<file path="src/rtl/rmt_action_pkg.sv">
// Shared definitions for RMT action-stage lanes: opcodes, action word fields
// and the issue FSM state type.
package rmt_action_pkg;

  localparam logic [3:0] OP_ADD  = 4'b0001;
  localparam logic [3:0] OP_SUB  = 4'b0010;
  localparam logic [3:0] OP_AND  = 4'b0100;
  localparam logic [3:0] OP_OR   = 4'b0101;
  localparam logic [3:0] OP_GEQ  = 4'b0110;
  localparam logic [3:0] OP_ADDI = 4'b1001;
  localparam logic [3:0] OP_SUBI = 4'b1010;
  localparam logic [3:0] OP_SET  = 4'b1110;

  localparam int unsigned ACT_OP_LSB   = 21;
  localparam int unsigned ACT_OP_W     = 4;
  localparam int unsigned ACT_SRC1_LSB = 16;
  localparam int unsigned ACT_SRC2_LSB = 11;
  localparam int unsigned ACT_IMM_LSB  = 0;
  localparam int unsigned ACT_IMM_W    = 16;

  typedef enum logic [1:0] {
    ST_IDLE  = 2'd0,
    ST_ISSUE = 2'd1,
    ST_WAIT  = 2'd2,
    ST_OUT   = 2'd3
  } state_t;

endpackage

</file>
<file path="src/rtl/alu_1_opsel.sv">
// Combinational operand selector: decodes an action word and picks the two
// ALU operands from PHV containers or the immediate field.
module alu_1_opsel
  import rmt_action_pkg::*;
#(
  parameter int ACTION_LEN = 25,
  parameter int DATA_WIDTH = 48,
  parameter int NUM_CONT   = 8,
  parameter int DST_IDX    = 0
) (
  input  logic [ACTION_LEN-1:0]          action,
  input  logic [NUM_CONT*DATA_WIDTH-1:0] phv,
  output logic [DATA_WIDTH-1:0]          operand_1,
  output logic [DATA_WIDTH-1:0]          operand_2
);

  localparam int unsigned IW = (NUM_CONT > 1) ? $clog2(NUM_CONT) : 1;
  localparam logic [IW-1:0] DST = IW'(DST_IDX);

  logic [DATA_WIDTH-1:0] cont [NUM_CONT];
  logic [3:0]            op;
  logic [IW-1:0]         idx_1;
  logic [IW-1:0]         idx_2;
  logic [DATA_WIDTH-1:0] imm;
  logic                  unused_action;

  for (genvar i = 0; i < NUM_CONT; i++) begin : g_cont
    assign cont[i] = phv[i*DATA_WIDTH +: DATA_WIDTH];
  end

  // Only the low index bits are used, so out-of-range indices wrap.
  assign op    = action[ACT_OP_LSB +: ACT_OP_W];
  assign idx_1 = action[ACT_SRC1_LSB +: IW];
  assign idx_2 = action[ACT_SRC2_LSB +: IW];
  assign imm   = {{(DATA_WIDTH-ACT_IMM_W){1'b0}}, action[ACT_IMM_LSB +: ACT_IMM_W]};
  assign unused_action = &{1'b0, action};

  always_comb begin
    operand_1 = cont[DST];
    operand_2 = '0;
    case (op)
      OP_ADD, OP_SUB, OP_AND, OP_OR, OP_GEQ: begin
        operand_1 = cont[idx_1];
        operand_2 = cont[idx_2];
      end
      OP_ADDI, OP_SUBI: begin
        operand_1 = cont[idx_1];
        operand_2 = imm;
      end
      OP_SET: begin
        operand_1 = cont[DST];
        operand_2 = imm;
      end
      default: begin
        operand_1 = cont[DST];
        operand_2 = '0;
      end
    endcase
  end

endmodule

</file>
<file path="src/rtl/alu_1_issue.sv">
// Per-lane operand issuer and write-back collector: issues one operation per
// PHV to the lane ALU and writes its result into container DST_IDX.
module alu_1_issue
  import rmt_action_pkg::*;
#(
  parameter int STAGE_ID   = 0,
  parameter int ACTION_LEN = 25,
  parameter int DATA_WIDTH = 48,
  parameter int NUM_CONT   = 8,
  parameter int DST_IDX    = 0,
  parameter int TIMEOUT    = 15
) (
  input  logic                           clk,
  input  logic                           rst_n,
  input  logic [NUM_CONT*DATA_WIDTH-1:0] phv_in,
  input  logic [ACTION_LEN-1:0]          action_in,
  input  logic                           phv_in_valid,
  output logic                           phv_in_ready,
  output logic [ACTION_LEN-1:0]          alu_action,
  output logic                           alu_action_valid,
  output logic [DATA_WIDTH-1:0]          alu_operand_1,
  output logic [DATA_WIDTH-1:0]          alu_operand_2,
  input  logic [DATA_WIDTH-1:0]          alu_result,
  input  logic                           alu_result_valid,
  output logic [NUM_CONT*DATA_WIDTH-1:0] phv_out,
  output logic                           phv_out_valid,
  input  logic                           phv_out_ready,
  output logic                           timeout_err
);

  localparam int unsigned unused_stage = STAGE_ID;
  localparam int unsigned CW = (TIMEOUT > 0) ? $clog2(TIMEOUT + 1) : 1;
  localparam logic [CW-1:0] TMO = CW'(TIMEOUT);

  state_t                         state;
  state_t                         state_nxt;
  logic [NUM_CONT*DATA_WIDTH-1:0] phv_buf;
  logic [ACTION_LEN-1:0]          act_q;
  logic [DATA_WIDTH-1:0]          op_1_q;
  logic [DATA_WIDTH-1:0]          op_2_q;
  logic [DATA_WIDTH-1:0]          op_1_d;
  logic [DATA_WIDTH-1:0]          op_2_d;
  logic [CW-1:0]                  wait_cnt;
  logic                           err_q;

  alu_1_opsel #(
    .ACTION_LEN (ACTION_LEN),
    .DATA_WIDTH (DATA_WIDTH),
    .NUM_CONT   (NUM_CONT),
    .DST_IDX    (DST_IDX)
  ) u_opsel (
    .action    (action_in),
    .phv       (phv_in),
    .operand_1 (op_1_d),
    .operand_2 (op_2_d)
  );

  always_ff @(posedge clk or negedge rst_n) begin
    if (!rst_n) state <= ST_IDLE;
    else        state <= state_nxt;
  end

  // Ready is qualified with rst_n so it reads low while reset is held.
  always_comb begin
    state_nxt        = state;
    phv_in_ready     = 1'b0;
    alu_action_valid = 1'b0;
    phv_out_valid    = 1'b0;
    case (state)
      ST_IDLE: begin
        phv_in_ready = rst_n;
        if (phv_in_valid) state_nxt = ST_ISSUE;
      end
      ST_ISSUE: begin
        alu_action_valid = 1'b1;
        state_nxt        = ST_WAIT;
      end
      ST_WAIT: begin
        if (alu_result_valid || wait_cnt == TMO) state_nxt = ST_OUT;
      end
      ST_OUT: begin
        phv_out_valid = 1'b1;
        if (phv_out_ready) state_nxt = ST_IDLE;
      end
      default: state_nxt = ST_IDLE;
    endcase
  end

  // A result arriving on the TIMEOUT cycle takes priority over the error.
  always_ff @(posedge clk or negedge rst_n) begin
    if (!rst_n) begin
      phv_buf  <= '0;
      act_q    <= '0;
      op_1_q   <= '0;
      op_2_q   <= '0;
      wait_cnt <= '0;
      err_q    <= 1'b0;
    end else begin
      case (state)
        ST_IDLE: begin
          if (phv_in_valid) begin
            phv_buf <= phv_in;
            act_q   <= action_in;
            op_1_q  <= op_1_d;
            op_2_q  <= op_2_d;
          end
        end
        ST_ISSUE: wait_cnt <= '0;
        ST_WAIT: begin
          if (alu_result_valid)
            phv_buf[DST_IDX*DATA_WIDTH +: DATA_WIDTH] <= alu_result;
          else if (wait_cnt == TMO)
            err_q <= 1'b1;
          wait_cnt <= wait_cnt + 1'b1;
        end
        default: ;
      endcase
    end
  end

  assign alu_action    = act_q;
  assign alu_operand_1 = op_1_q;
  assign alu_operand_2 = op_2_q;
  assign phv_out       = phv_buf;
  assign timeout_err   = err_q;

endmodule

</file>
<file path="config.mk">
export PLATFORM = sky130hd
export DESIGN_NAME = alu_1_issue
export DESIGN_NICKNAME = d
export VERILOG_FILES = /design/src/rtl/rmt_action_pkg.sv /design/src/rtl/alu_1_opsel.sv /design/src/rtl/alu_1_issue.sv
export SDC_FILE = /design/constraint.sdc
export NUM_CORES = 1
export LEC_CHECK = 0
export ABC_AREA = 0
export CAP_MARGIN = 20
export CELL_PAD_IN_SITES_DETAIL_PLACEMENT = 0
export CELL_PAD_IN_SITES_GLOBAL_PLACEMENT = 1
export CORE_AREA = 3 3 374 376
export CTS_CLUSTER_DIAMETER = 200
export DETAILED_ROUTE_END_ITERATION = 10
export DIE_AREA = 0 0 377 379
export PLACE_DENSITY = 0.5
export SYNTH_ARGS = -nofsm -noshare
export SYNTH_HDL_FRONTEND = slang
export SYNTH_HIERARCHICAL = 1
export SYNTH_SLANG_ARGS = --single-unit
</file>
<file path="constraint.sdc">
create_clock -name clk -period 3.8 [get_ports clk]
set_clock_uncertainty 0.05 [all_clocks]
set_input_delay 0.95 -clock clk [delete_from_list [all_inputs] [get_ports clk]]
set_output_delay 0.95 -clock clk [all_outputs]
set_load 0.02 [all_outputs]
</file>
After elaboration in Yosys (flattened, before gate mapping)
Index checks and enable logic that the tools add are counted.
- register bits after elaboration: 512
- word-level logic and storage cells: 60
- input port bits: 462
- output and inout port bits: 509
- add/subtract/negate cells: 1
- equality and inequality tests: 16
- multiplexer cells: 19
- reduce and logical (&&, ||, !) cells: 11
- bitwise logic cells: 3
- magnitude comparators: 2
- operator list (operator ; number):
    $mux W48 ; 7
    $bmux W48 S3 ; 2
    $pmux W48 S2 ; 2
    $eq A4 B4 Y1 const B ; 4
    $eq A4 B3 Y1 const B ; 3
    $reduce_and A3 Y1 ; 3
    $ge A4 B4 Y1 const B ; 2
    $ne A2 B2 Y1 const B ; 4
    $not A3 Y4 ; 2
    $pmux W2 S4 ; 1
    $pmux W4 S2 ; 1
    $reduce_or A7 Y1 ; 1
    $mux W2 ; 3
    $reduce_or A5 Y1 ; 1
    $add A4 B1 Y4 const B ; 1
    $eq A2 B2 Y1 const B ; 2
    $eq A4 B1 Y1 const B ; 1
    $eq A4 B2 Y1 const B ; 1
    $reduce_bool A2 Y1 ; 2
    $mux W1 ; 3
    $reduce_or A3 Y1 ; 1
    $eq A2 B1 Y1 const B ; 1
    $logic_not A2 Y1 ; 1
    $reduce_and A2 Y1 ; 1
    other kinds (2) ; 2

Depth between registers and ports, before layout
Gate-level depths: netlist (run 1).
- word-level depth: 5
- depth in mapped cells: 9
- depth with buffers taken out: 5

Hierarchy
Netlist (run 1), hierarchy kept.
- by module, submodules not included (module ; area each (um^2) ; cells each ; sequential area each (um^2) ; instances):
    alu_1_issue ; 20050.5 ; 1166 ; 12812.3 ; 1
    alu_1_opsel ; 6697.7 ; 568 ; 0.0 ; 1

Worst setup path before layout (run 1)
No wires, ideal clock.
- path kind: input-to-reg
- start: input port action_in[16]
- end: register op_1_q[18] (netlist: alu_operand_1[18])
- data required time: 3.625 ns
- stages on the path: 6
- buffers on the path: 2
- data arrival time: 2.326 ns
- slack: 1.300 ns
- library setup time: 0.125 ns
- path through: buf_6 buf_2 mux4_1 mux2i_1 o21ai_1 mux2_2
- longest elaborated chain between the ends: 5
- RTL lines (element ; RTL line ; source):
    from (decl) ; alu_1_issue.sv:16 ; input logic [ACTION_LEN-1:0] action_in,
    $not A3 Y4 (implied by the code) ; alu_1_opsel.sv:43, alu_1_opsel.sv:47 ;
    $bmux W48 S3 ; alu_1_opsel.sv:43, alu_1_opsel.sv:47 ;
    $mux W48 (implied by the code) (2 in series) ; alu_1_opsel.sv:43, alu_1_opsel.sv:47 ;
    $mux W48 ; -- ;
    net op_1_d[18] ; alu_1_issue.sv:41 ; logic [DATA_WIDTH-1:0] op_1_d;
    to (signal assigned) ; alu_1_issue.sv:104 ; op_1_q <= op_1_d;
    to (decl) ; alu_1_issue.sv:39 ; logic [DATA_WIDTH-1:0] op_1_q;
The timed path passes the listed nets, and every way through them passes these cells. The select of a mux whose other input is x is not followed.
A chain may end at the register's enable or synchronous reset.

Final worst setup path (run 1)
- start: register state[0]
- end: output port phv_in_ready
- longest elaborated chain between the ends: 2
- RTL lines (element ; RTL line ; source):
    from (decl) ; alu_1_issue.sv:35 ; state_t state;
    from (signal assigned) ; alu_1_issue.sv:60 ; else state <= state_nxt;
    $logic_not A2 Y1 ; alu_1_issue.sv:69 ; case (state)
    $mux W1 ; alu_1_issue.sv:69 ;
    to (decl) ; alu_1_issue.sv:18 ; output logic phv_in_ready,
No other way between the ends.

==> metrics, run 1 <==
hpwl dp=102100 um; final period utilization=89.80%; crit path launch type=flip-flop; total chip power=0.03394 W; post-synth top area cell=dfrtp_1; worst hold path type=in -> async; vias in the first global route=22120; Setup TNS=0 ns; DR WL/cell=28.62 um; placed cell areas=38380 sq um; vias per cell=4.406; Clock Latency Late Sink=0.64 ns; Syn-to-layout area delta=52.04%; share of the synthesized area in the top cell type=47.90%; row count=136; post-route ant nets=0; max_slew headroom=27.17%; wirelength, routed=130400 um; syn avg cell area=15.43 sq um; Util after Layout=29.65%; Core ar.=137200 sq um; CTS H-tree lvls=3; CTS sink cnt=512; Root Driver=clkbuf_16; Slew @ Worst Pin=1.092 ns; initial antenna violation count=23; Crit. End Element=output port; Final Slew Violations=0; first drt pass iteration count=4; post-synthesis sequential area ratio=47.90%; Worst Path Arrival=2.41 ns; synth top area cells=dfrtp_1 (48%), mux2_2 (22%), mux4_2 (13%); clk buf depth=3; Min Hold Slack=0.2981 ns; RSZ-0062 raised after global routing=no; outcome=completed; first-pass GRT wire length=179500 um; yosys warns=6; Seq cells post-synth=512; largest net degree at the start of global routing=143; Peak Freq=293.1 MHz; gp weighted congestion=0.8454; WP data required=2.80 ns; Leakage=16.37 nW; PD cells=834.5 nW/um^2; Syn Inst Count=1734; DRT iter0 DRCs=1053; # resized after CTS=0; final hold viol count=0; CP Class=reg -> out; CTS clk-pin slew, worst paths=0.07 ns; Max IR drop VDD=432.3 uV; CP Max Fanout=5; Hold Buf Count CTS=0; fraction of layout cells with a size suffix above 1=32.41%; All-Layer GR Usage=17.73%; TritonCTS Buffers=71; # port buffers=970; design area=40670 sq um; minimum clock period=3.412 ns; Starting Density=19.50%; Final Setup Violations=0; post-CTS setup buffer count=0; syn nets=2202; width of the die=377 um; Synth cell types=45; commonest non-fill, non-tap cell in the layout=clkdlybuf4s50_1; Die H=379 um; Die Area=142900 sq um; I/O pin count=971; TritonCTS clock tree=built; final net count=3174; # Max-Cap Violations=0; fillers=13920; most frequent cells in the layout=clkdlybuf4s50_1 (963), mux2_2 (534), dfrtp_1 (512); Synth Cell Area=26750 sq um; GRT overflow=0; via count=20070; crit path launch=state[0]; FF-to-FF Start=state[0]; DRC viols=0
==> cells in the mapped netlist, drive strengths merged <==
master     n
o211ai    15
a21boi     1
o21a       1
o311ai     1
nand3      6
clkbuf    25
o21ai     51
a21o       1
mux2     554
and3       1
nor3b      1
nor2      35
o2bb2ai    1
nand2b     2
nor2b      3
mux4     176
a22o       1
mux2i    112
and2       3
a22oi     16
nand2     81
dfrtp    512
and2b      1
or3        1
o221ai     1
a21oi      1
buf      113
ha         6
inv        8
nand3b     1
nor3       2
o22a       1
==> state kept, by name (all words and copies together) (netlist names) <==
signal	count
wait_cnt	4
alu_operand_2	48
timeout_err	1
state	2
alu_operand_1	48
phv_out	384
alu_action	25
==> critical path: stages (launching register included) <==
cell and delay [ns]:
dfrtp_1 0.40, inv_1 0.16, ha_1 0.36, and2_1 0.18
clkdlybuf4s50_1 0.66
==> cell families (layout without fill, tap and decap cells) <==
| family | count (synthesis) | count (layout) | synth area share (%) |
|---|---|---|---|
| AO/OA/AOI/OAI | 91 | 91 | 2.091 |
| buffers and inverters | 146 | 1167 | 4.589 |
| multiplexers | 842 | 842 | 42.94 |
| AND/OR/NAND/NOR | 137 | 137 | 2.203 |
| other | 0 | 7 | 0 |
| adder cells (fa/ha/maj) | 6 | 6 | 0.2807 |
| flip-flops | 512 | 512 | 47.90 |
==> per-stage QoR <==
step           instances  setup WS [ns]
2_1_floorplan       1734          1.300
3_3_place_gp        4427         0.1930
3_5_place_dp        4427         0.1781
4_1_cts             4549         0.2865
5_1_grt             4550         0.2720
6_report            4556         0.3878
==> worst paths after layout <==
check                           endpoint  slack, ns  cells past startpoint
max reg2reg                  phv_out[19]       1.18                      5
min                         phv_out[172]       0.30                      2
max in group asynchronous  alu_action[8]       2.08                      3
min in group clk             timeout_err       0.42                      1
min reg2reg                  timeout_err       0.42                      1
max                         phv_in_ready       0.39                      4
==> metal layers <==
metal | global-route usage [%] | up-vias | wire (um)
met5 | 0 | - | 126
met3 | 5.475 | 150 | 9790
met1 | 21.31 | 10610 | 53000
met4 | 5.013 | 20 | 3128
met2 | 30.45 | 759 | 64360
li1 | - | 8540 | -
==> power breakdown <==
group	switching (W)	internal, W	total, W	leakage, nW
clock	0.00274	0.00388	0.00662	1.11
sequential	0.00157	0.00826	0.00983	6.14
combinational	0.00875	0.00874	0.0175	9.12
total	0.0131	0.0209	0.0339	16.4
==> final cells by class <==
cell class,count,area (sq um),share of cell area [%]
flip-flops and latches,512,12810,31.50
inverters,8,30.03,0.07384
diodes,7,17.52,0.04307
clock buffers,106,2090,5.138
well taps,1794,2245,5.519
multi-input cells,1076,12750,31.35
clock inverters,16,181.4,0.4461
repair buffers,1037,10540,25.93
(Power assumes the default switching activity.)
==> run 2: changes to the inputs <==
Settings changed: CAP_MARGIN 20 to 40.
==> metrics, run 2 (synthesis gave the netlist of run 1 again) <==
outcome=completed; DRT iter0 DRCs=1044; commonest non-fill, non-tap cell in the layout=clkdlybuf4s50_1; CTS clk-pin slew, worst paths=0.06 ns; width of the die=377 um; TritonCTS clock tree=built; Psw=0.01300 W; r2r endpoint=phv_out[29]; fillers=13880; minimum clock period=3.430 ns; initial antenna violation count=16; Final Setup Violations=0; max reg flops=384; vias per cell=4.401; Final Slew Violations=0; Leakage=16.36 nW; I/O pin count=971; RSZ-0062 raised after global routing=no; post-CTS setup buffer count=0; max_slew headroom=26.76%; Crit. End Element=output port; clock share of power=19.6%; # Max-Cap Violations=0; # port buffers=970; Die H=379 um; Core ar.=137200 sq um; hpwl dp=102100 um; # resized after CTS=0; Peak Freq=291.6 MHz; worst hold path type=in -> async; Clock Latency Late Sink=0.64 ns; Max IR drop VDD=425.6 uV; clk buf depth=3; via count=20030; CTS sink cnt=512; Slew @ Worst Pin=1.099 ns; combinational group share of total power=51.5%; DR WL/cell=28.57 um; largest net degree at the start of global routing=143; final period utilization=90.26%; CTS H-tree lvls=3; PD cells=834.8 nW/um^2; Switching Share=38.30%; wirelength, routed=130000 um; final net count=3174; gp weighted congestion=0.8454; fraction of layout cells with a size suffix above 1=32.44%; FF-to-FF path depth=5; CP Max Fanout=5; All-Layer GR Usage=17.69%; final hold viol count=0; GRT overflow=0; crit path launch type=flip-flop; Root Driver=clkbuf_16; Starting Density=19.50%; Die Area=142900 sq um; Hold Buf Count CTS=0; WP data required=2.80 ns; first-pass GRT wire length=179000 um; DRC viols=0; first drt pass iteration count=6; TritonCTS Buffers=70; Seq pwr share=29.0%; post-route ant nets=0; Setup TNS=0 ns; most frequent cells in the layout=clkdlybuf4s50_1 (963), mux2_2 (534), dfrtp_1 (512); cell-internal power=0.02094 W; internal reg-to-reg setup slack=1.18 ns; CP Class=reg -> out; vias in the first global route=22140; FF-to-FF Start=state[0]; Syn-to-layout area delta=52.00%; total chip power=0.03394 W; Inst Count DP=4428; final std cells w/o fill=4552; Worst Path Arrival=2.43 ns; row count=136
[run 2: final cells by class]
cell class / instances / area, sq um / area share (%)
multi-input combinational: 1076 / 12750 / 31.36
sequential: 512 / 12810 / 31.51
antenna: 5 / 12.51 / 0.03077
tap: 1794 / 2245 / 5.521
inverter: 8 / 30.03 / 0.07386
timing repair buffer: 1038 / 10560 / 25.97
clock buffer: 99 / 2002 / 4.924
clock inverter: 20 / 247.7 / 0.6093
[run 2: metal layers]
layer,GRT usage (%),wire [um]
met1,21.45,53380
met2,30.69,64670
met3,4.940,9060
met4,4.717,2858
met5,0,69
[run 2: how the worst max path moves through the flow]
stage | startpoint | to | slack, ns | cells after the start
3_5_place_dp | action_in[22] | alu_operand_2[12] | 0.19 | 7
6_report | state[0] | phv_in_ready | 0.37 | 4
5_1_grt | state[0] | phv_in_ready | 0.25 | 4
3_3_place_gp | action_in[22] | alu_operand_2[14] | 0.19 | 7
4_1_cts | state[0] | phv_in_ready | 0.26 | 4
2_1_floorplan | action_in[16] | alu_operand_1[18] | 1.30 | 6
[run 2: stage by stage]
step,util (%),area [sq um],hold slack [ns],worst slack [ns]
after floorplan,-,26750,0.4498,1.300
after global placement,27.98,38380,0.4038,0.1930
after detailed placement,27.99,38400,0.4088,0.1917
after CTS,29.64,40650,0.2633,0.2617
after global routing,29.64,40650,0.2901,0.2459
final,29.64,40660,0.2986,0.3702
[run 2: power groups by stage]
stage / logic [W] / clock network, W / registers [W]
3_3_place_gp: 0.0177 / 0 / 0.00980
3_5_place_dp: 0.0178 / 0 / 0.00989
6_report: 0.0175 / 0.00664 / 0.00983
5_1_grt: 0.0183 / 0.00712 / 0.0102
4_1_cts: 0.0178 / 0.00696 / 0.00985
2_1_floorplan: 0.00547 / 0 / 0.0130
[run 2: critical path, stage by stage, from the launching register on]
cell             delay [ns]
dfrtp_1                0.40
inv_1                  0.16
ha_1                   0.36
and2_1                 0.19
clkdlybuf4s50_1        0.67
==> run 3: changes to the inputs <==
Settings changed: CAP_MARGIN 40 to 10.
==> results of run 3 <==
Final layout, timing and power as in run 1 (identical DEF).
